===== src/rtl/labs_search_wb.sv =====
// Wishbone-attached exhaustive search for a low-autocorrelation binary sequence.
// Scores every candidate in [SEQ_START, SEQ_END] by sidelobe energy and keeps the earliest minimum.
module labs_search_wb #(
  parameter int SEQ_WIDTH = 16,
  parameter int E_WIDTH   = 16
) (
  input  logic         wb_clk_i,
  input  logic         wb_rst_i,
  input  logic         wbs_stb_i,
  input  logic         wbs_cyc_i,
  input  logic         wbs_we_i,
  input  logic [3:0]   wbs_sel_i,
  input  logic [31:0]  wbs_adr_i,
  input  logic [31:0]  wbs_dat_i,
  output logic         wbs_ack_o,
  output logic [31:0]  wbs_dat_o,
  input  logic [127:0] la_data_in,
  output logic [127:0] la_data_out,
  input  logic [127:0] la_oenb,
  output logic [2:0]   irq
);

  localparam int KW = $clog2(SEQ_WIDTH);
  localparam logic [E_WIDTH-1:0] E_MAX = '1;

  typedef enum logic [2:0] {IDLE, LOAD, CORR, CMP, DONE} state_t;

  state_t                 state;
  logic                   ien, done, aborted, ovf;
  logic [SEQ_WIDTH-1:0]   seq_start, seq_end, end_l, cur, seq_p0;
  logic [KW-1:0]          k;
  logic [E_WIDTH-1:0]     acc_p1, best_e;
  logic [SEQ_WIDTH-1:0]   best_seq;
  logic [31:0]            count;
  logic [31:0]            rd_data;
  logic                   busy, acc_cyc, wr, start_req, abort_req;
  logic [2:0]             reg_sel;
  logic signed [7:0]      c_k;
  logic [15:0]            c_sq;
  logic [E_WIDTH:0]       sum;
  logic                   unused_bits;

  // C_k: matching pairs minus mismatching pairs over the L-k overlapping positions.
  function automatic logic signed [7:0] corr_term(input logic [SEQ_WIDTH-1:0] s,
                                                  input logic [KW-1:0] kk);
    logic [SEQ_WIDTH-1:0] x;
    logic [7:0]           pc;
    x  = (s ^ (s >> kk)) & ({SEQ_WIDTH{1'b1}} >> kk);
    pc = '0;
    for (int i = 0; i < SEQ_WIDTH; i++) pc = pc + {7'b0, x[i]};
    return $signed(8'(SEQ_WIDTH) - 8'(kk) - (pc << 1));
  endfunction

  function automatic logic [15:0] square(input logic signed [7:0] c);
    logic [7:0] m;
    m = c[7] ? 8'(-c) : 8'(c);
    return m * m;
  endfunction

  // Returns {overflow, saturated sum}.
  function automatic logic [E_WIDTH:0] sat_add(input logic [E_WIDTH-1:0] a,
                                               input logic [15:0] b);
    logic [E_WIDTH+16:0] w;
    w = {17'b0, a} + {{(E_WIDTH+1){1'b0}}, b};
    if (w > {17'b0, E_MAX}) return {1'b1, E_MAX};
    return {1'b0, w[E_WIDTH-1:0]};
  endfunction

  assign acc_cyc   = wbs_stb_i & wbs_cyc_i & ~wbs_ack_o;
  assign wr        = acc_cyc & wbs_we_i;
  assign reg_sel   = wbs_adr_i[4:2];
  assign start_req = wr && reg_sel == 3'd0 && wbs_dat_i[0] && !wbs_dat_i[1];
  assign abort_req = wr && reg_sel == 3'd0 && wbs_dat_i[1];
  assign busy      = state inside {LOAD, CORR, CMP};

  assign c_k  = corr_term(seq_p0, k);
  assign c_sq = square(c_k);
  assign sum  = sat_add(acc_p1, c_sq);

  assign irq         = {2'b0, done & ien};
  assign la_data_out = {62'b0, done, busy, 32'b0, 32'(cur)};
  assign unused_bits = ^{wbs_sel_i, la_data_in, la_oenb, wbs_adr_i[31:5], wbs_adr_i[1:0], wbs_dat_i};

  always_comb begin
    rd_data = '0;
    case (reg_sel)
      3'd0:    rd_data[2] = ien;
      3'd1:    rd_data[3:0] = {ovf, aborted, done, busy};
      3'd2:    rd_data = 32'(seq_start);
      3'd3:    rd_data = 32'(seq_end);
      3'd4:    rd_data = 32'(best_e);
      3'd5:    rd_data = 32'(best_seq);
      3'd6:    rd_data = count;
      default: rd_data = '0;
    endcase
  end

  always_ff @(posedge wb_clk_i) begin
    if (wb_rst_i) begin
      state     <= IDLE;
      wbs_ack_o <= 1'b0;
      wbs_dat_o <= '0;
      ien       <= 1'b0;
      done      <= 1'b0;
      aborted   <= 1'b0;
      ovf       <= 1'b0;
      seq_start <= '0;
      seq_end   <= '0;
      end_l     <= '0;
      cur       <= '0;
      seq_p0    <= '0;
      k         <= '0;
      acc_p1    <= '0;
      best_e    <= E_MAX;
      best_seq  <= '0;
      count     <= '0;
    end else begin
      wbs_ack_o <= acc_cyc;
      if (acc_cyc) wbs_dat_o <= rd_data;
      if (wr) begin
        case (reg_sel)
          3'd0:    ien       <= wbs_dat_i[2];
          3'd2:    seq_start <= wbs_dat_i[SEQ_WIDTH-1:0];
          3'd3:    seq_end   <= wbs_dat_i[SEQ_WIDTH-1:0];
          default: ;
        endcase
      end

      if (busy && abort_req) begin
        state   <= IDLE;
        aborted <= 1'b1;
        done    <= 1'b0;
      end else begin
        case (state)
          IDLE: if (start_req) begin
            best_e   <= E_MAX;
            best_seq <= '0;
            count    <= '0;
            aborted  <= 1'b0;
            ovf      <= 1'b0;
            cur      <= seq_start;
            end_l    <= seq_end;
            done     <= seq_start > seq_end;
            state    <= (seq_start > seq_end) ? DONE : LOAD;
          end
          // stage p0: candidate latched, energy accumulator cleared
          LOAD: begin
            seq_p0 <= cur;
            acc_p1 <= '0;
            k      <= KW'(1);
            state  <= CORR;
          end
          // stage p1: one lag per cycle folded into the saturating energy sum
          CORR: begin
            acc_p1 <= sum[E_WIDTH-1:0];
            if (sum[E_WIDTH]) ovf <= 1'b1;
            if (k == KW'(SEQ_WIDTH - 1)) state <= CMP;
            else k <= k + KW'(1);
          end
          // stage p2: compare against best, then advance or finish
          CMP: begin
            count <= count + 32'd1;
            if (acc_p1 < best_e) begin
              best_e   <= acc_p1;
              best_seq <= seq_p0;
            end
            if (seq_p0 == end_l) begin
              done  <= 1'b1;
              state <= DONE;
            end else begin
              cur   <= cur + SEQ_WIDTH'(1);
              state <= LOAD;
            end
          end
          DONE:    state <= IDLE;
          default: state <= IDLE;
        endcase
      end
    end
  end

endmodule


===== config.mk =====
export PLATFORM = sky130hd
export DESIGN_NAME = labs_search_wb
export DESIGN_NICKNAME = d
export VERILOG_FILES = /design/src/rtl/labs_search_wb.sv
export SDC_FILE = /design/constraint.sdc
export NUM_CORES = 1
export LEC_CHECK = 0
export ABC_AREA = 1
export CAP_MARGIN = 10
export CORE_ASPECT_RATIO = 0.6
export CORE_MARGIN = 5
export CORE_UTILIZATION = 45
export CTS_BUF_LIST = sky130_fd_sc_hd__clkbuf_4 sky130_fd_sc_hd__clkbuf_8
export CTS_CLUSTER_DIAMETER = 200
export DETAILED_ROUTE_END_ITERATION = 12
export PLACE_DENSITY = 0.79
export SLEW_MARGIN = 20
export SYNTH_ARGS = -nofsm -noshare
export SYNTH_HDL_FRONTEND = slang
export SYNTH_SLANG_ARGS = --single-unit

===== constraint.sdc =====
create_clock -name wb_clk_i -period 17.3 [get_ports wb_clk_i]
set_clock_uncertainty 0.15 [all_clocks]
set_input_delay 3.46 -clock wb_clk_i [delete_from_list [all_inputs] [get_ports wb_clk_i]]
set_output_delay 3.46 -clock wb_clk_i [all_outputs]
set_load 0.05 [all_outputs]

==> results of run 1 <==
flip-flops by register name (all words and copies together), names as in the netlist, 3 cells and up:
| signal | count |
|---|---|
| best_seq | 16 |
| k | 4 |
| cur | 16 |
| count | 32 |
| wbs_dat_o | 32 |
| acc_p1 | 16 |
| seq_p0 | 16 |
| state | 3 |
| best_e | 16 |
| end_l | 16 |
| seq_start | 16 |
| seq_end | 16 |
logic make-up after synthesis:
logic type / Yosys count / share of synthesized area [%]
xor+xnor: 40 / 2.400
simple gates: 901 / 25.21
compound gates: 410 / 15.15
fa+ha+maj: 137 / 14.01
buf+inv: 488 / 15.67
flops: 204 / 27.39
mux: 2 / 0.1343
other cells: 2 / 0.05036
cells in the final DEF, fill, tap and decap left out, drive strengths merged, types with 2 or more instances in the layout:
cell type / instances
inv: 287
o31ai: 3
o21ai: 143
or2: 17
fa: 50
dfxtp: 204
xor2: 26
nand3: 121
nand2: 479
clkbuf: 42
nor4: 2
clkdlybuf4s50: 74
a21o: 6
o21a: 4
xnor2: 14
buf: 9
o21bai: 3
nand4: 34
conb: 124
o211ai: 12
ha: 87
nor3: 25
mux2i: 2
clkinv: 9
a31oi: 13
and2: 2
nand3b: 5
o221ai: 2
a221oi: 12
bufinv: 3
nor2: 214
o22ai: 18
a22oi: 16
a21oi: 176
stage by stage:
step	util [%]	std cells	setup WS, ns	instance area, um^2
CTS	49.61	2667	6.023	16150
global route	49.63	2667	5.063	16150
finish	49.63	2667	5.895	16150
global placement	47.53	2615	6.219	15470
detailed placement	47.53	2615	6.095	15470
floorplan	-	2306	7.643	15370
cell type report:
| type | instances | area share [%] |
|---|---|---|
| multi-input combinational | 1614 | 55.50 |
| sequential | 204 | 25.28 |
| inverter | 290 | 6.747 |
| timing repair buffer | 83 | 4.988 |
| clock buffer | 42 | 3.385 |
| tap | 424 | 3.284 |
| clock inverter | 10 | 0.8133 |
worst max-delay path, delay by kind of cell (launching register included):
family | cells | cell delay [ns]
buffers and inverters | 10 | 1.31
AND/OR/NAND/NOR | 14 | 1.73
XOR/XNOR | 2 | 0.56
AO/OA/AOI/OAI | 5 | 1.09
adder cells (fa/ha/maj) | 12 | 5.67
flip-flops | 1 | 0.72
worst paths after layout:
kind                   from        end  slack [ns]
setup reg to reg       k[1]  acc_p1[2]        5.89
hold reg to reg   best_e[7]  best_e[7]        0.31
setup / recovery       k[1]  acc_p1[2]        5.89
hold / removal    best_e[7]  best_e[7]        0.31
layer usage:
metal / wire [um] / up-vias
met5: 0 / -
met4: 802 / 0
met3: 5921 / 65
met2: 18030 / 724
met1: 22050 / 6750
li1: - / 6891
==> results.txt, run 1 <==
RePlAce Congestion: 0.9642
primary flip-flop cell chosen by synthesis mapping: sky130_fd_sc_hd__dfxtp_1
Max Root-Sink Buffers: 3
number of nets still failing antenna checks after routing: 0
standard-cell row count: 51
Synth top area share: 27.39%
final hold violation count: 0
Critical Path Source Type: register
Area Overhead vs Synth: 8.324%
maximum net fanout on the critical path: 16
arrival time of data at the critical path endpoint: 11.69 ns
count of mapped cells out of synthesis: 2,184
layer with the highest usage after global routing: met1
post-synthesis register bit count: 204
number of antenna violations at the first check in global routing: 0
standard cell core area: 32,540 um^2
worst hold slack: 0.3086 ns
type of destination of the critical path: register
share of the clock period used by the worst path after layout: 65.93%
count of cells along the worst register-to-register path: 43
maximum number of pins on one net before global-route repair: 74
first-pass GRT wire length: 72,030 um
cell taking the most area after synthesis: sky130_fd_sc_hd__dfxtp_1
FILL cells: 3,207
clock root buffer: sky130_fd_sc_hd__clkbuf_8
async set-reset flop share out of synthesis: 0%
sequential standard cell area: 4084 um^2
register clock-pin slew on the reported worst setup and hold paths: 0.07 ns
die footprint: 37,000 um^2
syn_area_per_cell: 6.828 um^2
via count of the first global-routing pass: 12.95k
largest stage delay on the critical path: 0.72 ns
accumulated negative setup slack: 0 ns
number of detailed-routing iterations run before antenna repair: 6
met3 demand-to-capacity share in global routing: 6.614%
number of synthesized flops with an enable pin: 0
remaining routing DRC violations: 0
starting density of the core: 45.82%
number of I/O port buffers: 75
leading post-synthesis cells by instance count: 474 x sky130_fd_sc_hd__nand2_1, 283 x sky130_fd_sc_hd__inv_1, 212 x sky130_fd_sc_hd__nor2_1
total area of multi-input combinational cells: 8965 um^2
Worst Setup Path Type: register to register
I/O pin cnt: 493
GR Util met2: 33.16%
TritonCTS clock tree: done
number of failing setup endpoints in the final timing report: 0
CTS Buf Count: 29
CTS sink count: 204
Max Fclk: 0.08768 GHz
detailed-route vias per instance: 5.411
number of buffers added for setup after CTS: 0
deepest level of the CTS H-tree: 1
master of the slowest instance on the critical path: sky130_fd_sc_hd__dfxtp_1
DR iter-0 viols: 1,825
met1 global-route usage: 38.30%
most area-consuming cells after synthesis: sky130_fd_sc_hd__dfxtp_1 27%, sky130_fd_sc_hd__nand2_1 12%, sky130_fd_sc_hd__ha_1 7.3%, sky130_fd_sc_hd__inv_1 7.1%, sky130_fd_sc_hd__fa_1 6.7%
die boundary height: 151.0 um
cell type with the highest occurrence count on the critical path: sky130_fd_sc_hd__nand2_1
Routed Wire Length: 46,800 um
post-DR wirelength/cell: 17.55 um
Max-cap violations: 0
sequential fraction of the synthesis area: 27.39%
Die W: 245.0 um
worst slew pin tran: 0.8857 ns
cell area after synthesis: 14,910 um^2
number of vias after detailed routing: 14.43k
final slew viol count: 0
count of warnings emitted by yosys: 0
Distinct cells, synth: 50
clock latency on the worst-skew pair: 0.62 ns
Crit path required time: 17.59 ns
outcome: finished, final reports clean
min cycle time layout: 11.41 ns
Post-layout nets: 2,688
Diodes inserted: 0
Global Route Usage Sum: 24.35%
dominant cell by count in the synthesized netlist: sky130_fd_sc_hd__nand2_1
HPWL Detailed: 36,070 um
number of cells traversed by the worst hold path: 2
unrepaired setup endpoints after global routing: false
Hold-fix buffers, CTS: 0
path type of the worst min-delay path: register to register
Max-Slew Margin vs Limit: 40.81%
CTS resizes: 0
sum of overflow across all layers after global routing: 0
layout cells sized above 1: 4.191%
Power of run 1 is left out: the tool's default activity adds up to more than one toggle a clock period on the data nets, which glitch-free logic cannot reach.
==> run 2, diff against run 1 <==
==> constraint.sdc (replaced) <==
create_clock -name wb_clk_i -period 11.5 [get_ports wb_clk_i]
set_clock_uncertainty 0.15 [all_clocks]
set_input_delay 2.3 -clock wb_clk_i [delete_from_list [all_inputs] [get_ports wb_clk_i]]
set_output_delay 2.3 -clock wb_clk_i [all_outputs]
set_load 0.05 [all_outputs]
==> results.txt, run 2 (synthesized netlist as in run 1, its figures left out) <==
outcome: finished, final reports clean (unchanged)
Area Overhead vs Synth: 8.290% (was 8.324%)
CTS sink count: 204 (unchanged)
Max Fclk: 0.09408 GHz (was 0.08768 GHz)
end of the critical path: acc_p1[12] (was acc_p1[2])
Critical Path Source Type: register (unchanged)
standard-cell row count: 51 (unchanged)
launch point of the critical path: k[1] (unchanged)
clock root buffer: sky130_fd_sc_hd__clkbuf_8 (unchanged)
final hold violation count: 0 (unchanged)
share of the clock period used by the worst path after layout: 92.43% (was 65.93%)
unrepaired setup endpoints after global routing: false (unchanged)
starting density of the core: 45.82% (unchanged)
path type of the worst min-delay path: register to register (unchanged)
Routed Wire Length: 47,010 um (was 46,800 um)
Die W: 245.0 um (unchanged)
Worst R2R Setup Slack: 0.87 ns (was 5.89 ns)
via count of the first global-routing pass: 13.12k (was 12.95k)
post-DR wirelength/cell: 17.57 um (was 17.55 um)
number of antenna violations at the first check in global routing: 0 (unchanged)
CTS resizes: 0 (unchanged)
deepest level of the CTS H-tree: 1 (unchanged)
arrival time of data at the critical path endpoint: 10.92 ns (was 11.69 ns)
detailed-route vias per instance: 5.391 (was 5.411)
number of vias after detailed routing: 14.43k (about the same)
master of the slowest instance on the critical path: sky130_fd_sc_hd__fa_1 (was sky130_fd_sc_hd__dfxtp_1)
final slew viol count: 0 (unchanged)
number of detailed-routing iterations run before antenna repair: 6 (unchanged)
worst slew pin tran: 1.088 ns (was 0.8857 ns)
maximum net fanout on the critical path: 16 (unchanged)
largest stage delay on the critical path: 0.55 ns (was 0.72 ns)
Diodes inserted: 0 (unchanged)
Max Root-Sink Buffers: 3 (unchanged)
Worst Setup Path Type: register to register (unchanged)
layout cells sized above 1: 4.751% (was 4.191%)
TritonCTS clock tree: done (unchanged)
CTS Buf Count: 29 (unchanged)
type of destination of the critical path: register (unchanged)
cell type with the highest occurrence count on the critical path: sky130_fd_sc_hd__fa_1 (was sky130_fd_sc_hd__nand2_1)
Post-layout nets: 2,698 (was 2,688)
clock latency on the worst-skew pair: 0.58 ns (was 0.62 ns)
min cycle time layout: 10.63 ns (was 11.41 ns)
DR iter-0 viols: 1,734 (was 1,825)
number of I/O port buffers: 75 (unchanged)
RePlAce Congestion: 0.9507 (was 0.9642)
remaining routing DRC violations: 0 (unchanged)
top flop regs: count: 32 flops, wbs_dat_o: 32 flops (unchanged)
I/O pin cnt: 493 (unchanged)
die footprint: 37,000 um^2 (unchanged)
count of cells along the worst register-to-register path: 44 (was 43)
sum of overflow across all layers after global routing: 0 (unchanged)
destination of the worst register-to-register timing path: acc_p1[12] (was acc_p1[2])
Crit path required time: 11.79 ns (was 17.59 ns)
Max-Slew Margin vs Limit: 27.23% (was 40.81%)
register clock-pin slew on the reported worst setup and hold paths: 0.07 ns (about the same)
number of buffers added for setup after CTS: 0 (unchanged)
number of failing setup endpoints in the final timing report: 0 (unchanged)
accumulated negative setup slack: 0 ns (unchanged)
Global Route Usage Sum: 24.47% (was 24.35%)
utilization after layout: 49.62% (was 49.63%)
Max-cap violations: 0 (unchanged)
number of nets still failing antenna checks after routing: 0 (unchanged)
standard cell core area: 32,540 um^2 (unchanged)
highest-count cells in the layout ignoring fill and taps: 473 x sky130_fd_sc_hd__nand2_1, 282 x sky130_fd_sc_hd__inv_1, 210 x sky130_fd_sc_hd__nor2_1 (was 474 x sky130_fd_sc_hd__nand2_1, 282 x sky130_fd_sc_hd__inv_1, 210 x sky130_fd_sc_hd__nor2_1)
die boundary height: 151.0 um (unchanged)
RR Startpoint: k[1] (unchanged)
HPWL Detailed: 36,410 um (was 36,070 um)
Hold-fix buffers, CTS: 0 (unchanged)
maximum number of pins on one net before global-route repair: 66 (was 74)
most common cell after layout, fill and taps aside: sky130_fd_sc_hd__nand2_1 (unchanged)
first-pass GRT wire length: 72,130 um (was 72,030 um)
run 2: cell types whose count changed in the layout (fill, tap and decap cells not counted), sizes merged:
cell	before	now
clkbuf	42	40
bufinv	3	0
clkinv	9	14
buf	9	19
inv	287	286
run 2: metal layers:
metal  routed length, um  global-route usage, %
met4                 669                  3.868
met1               21120                  36.99
met5                  87                  1.738
met2               18460                  33.26
met3                6664                  9.153
run 2: stage by stage:
stage               setup WS, ns  cells  cell area, um^2  hold slack, ns
finish                    0.8707   2676            16150          0.3092
global route              0.1132   2676            16150          0.3294
CTS                       0.4592   2676            16130          0.3106
detailed placement        0.5412   2625            15540          0.2923
global placement          0.6701   2625            15540          0.2885
floorplan                  1.843   2306            15370          0.2789
run 2: final cells by class:
class	instances	area, um^2
tap	424	530.5
multi-input combinational	1614	8974
sequential	204	4086
fill	3275	16400
inverter	290	1090
clock buffer	40	525.5
timing repair buffer	93	880.8
clock inverter	11	61.31
run 2: how the worst min path moves through the flow:
stage / start / to / slack (ns) / depth (start not counted)
final: best_e[15] / best_e[15] / 0.31 / 2
after global routing: best_e[8] / best_e[8] / 0.33 / 2
after CTS: best_e[5] / best_e[5] / 0.31 / 2
after detailed placement: best_e[15] / best_e[15] / 0.29 / 2
after global placement: best_e[5] / best_e[5] / 0.29 / 2
after floorplan: best_e[10] / best_e[10] / 0.28 / 2
run 2: worst max-delay path: cells and delay by family (launching register included):
kind	cells	cell delay, ns
simple gates	15	1.80
flops	1	0.52
mux	1	0.14
compound gates	3	0.58
xor+xnor	2	0.53
buf+inv	11	1.16
fa+ha+maj	12	5.60
Power of run 2 is left out for the same reason.
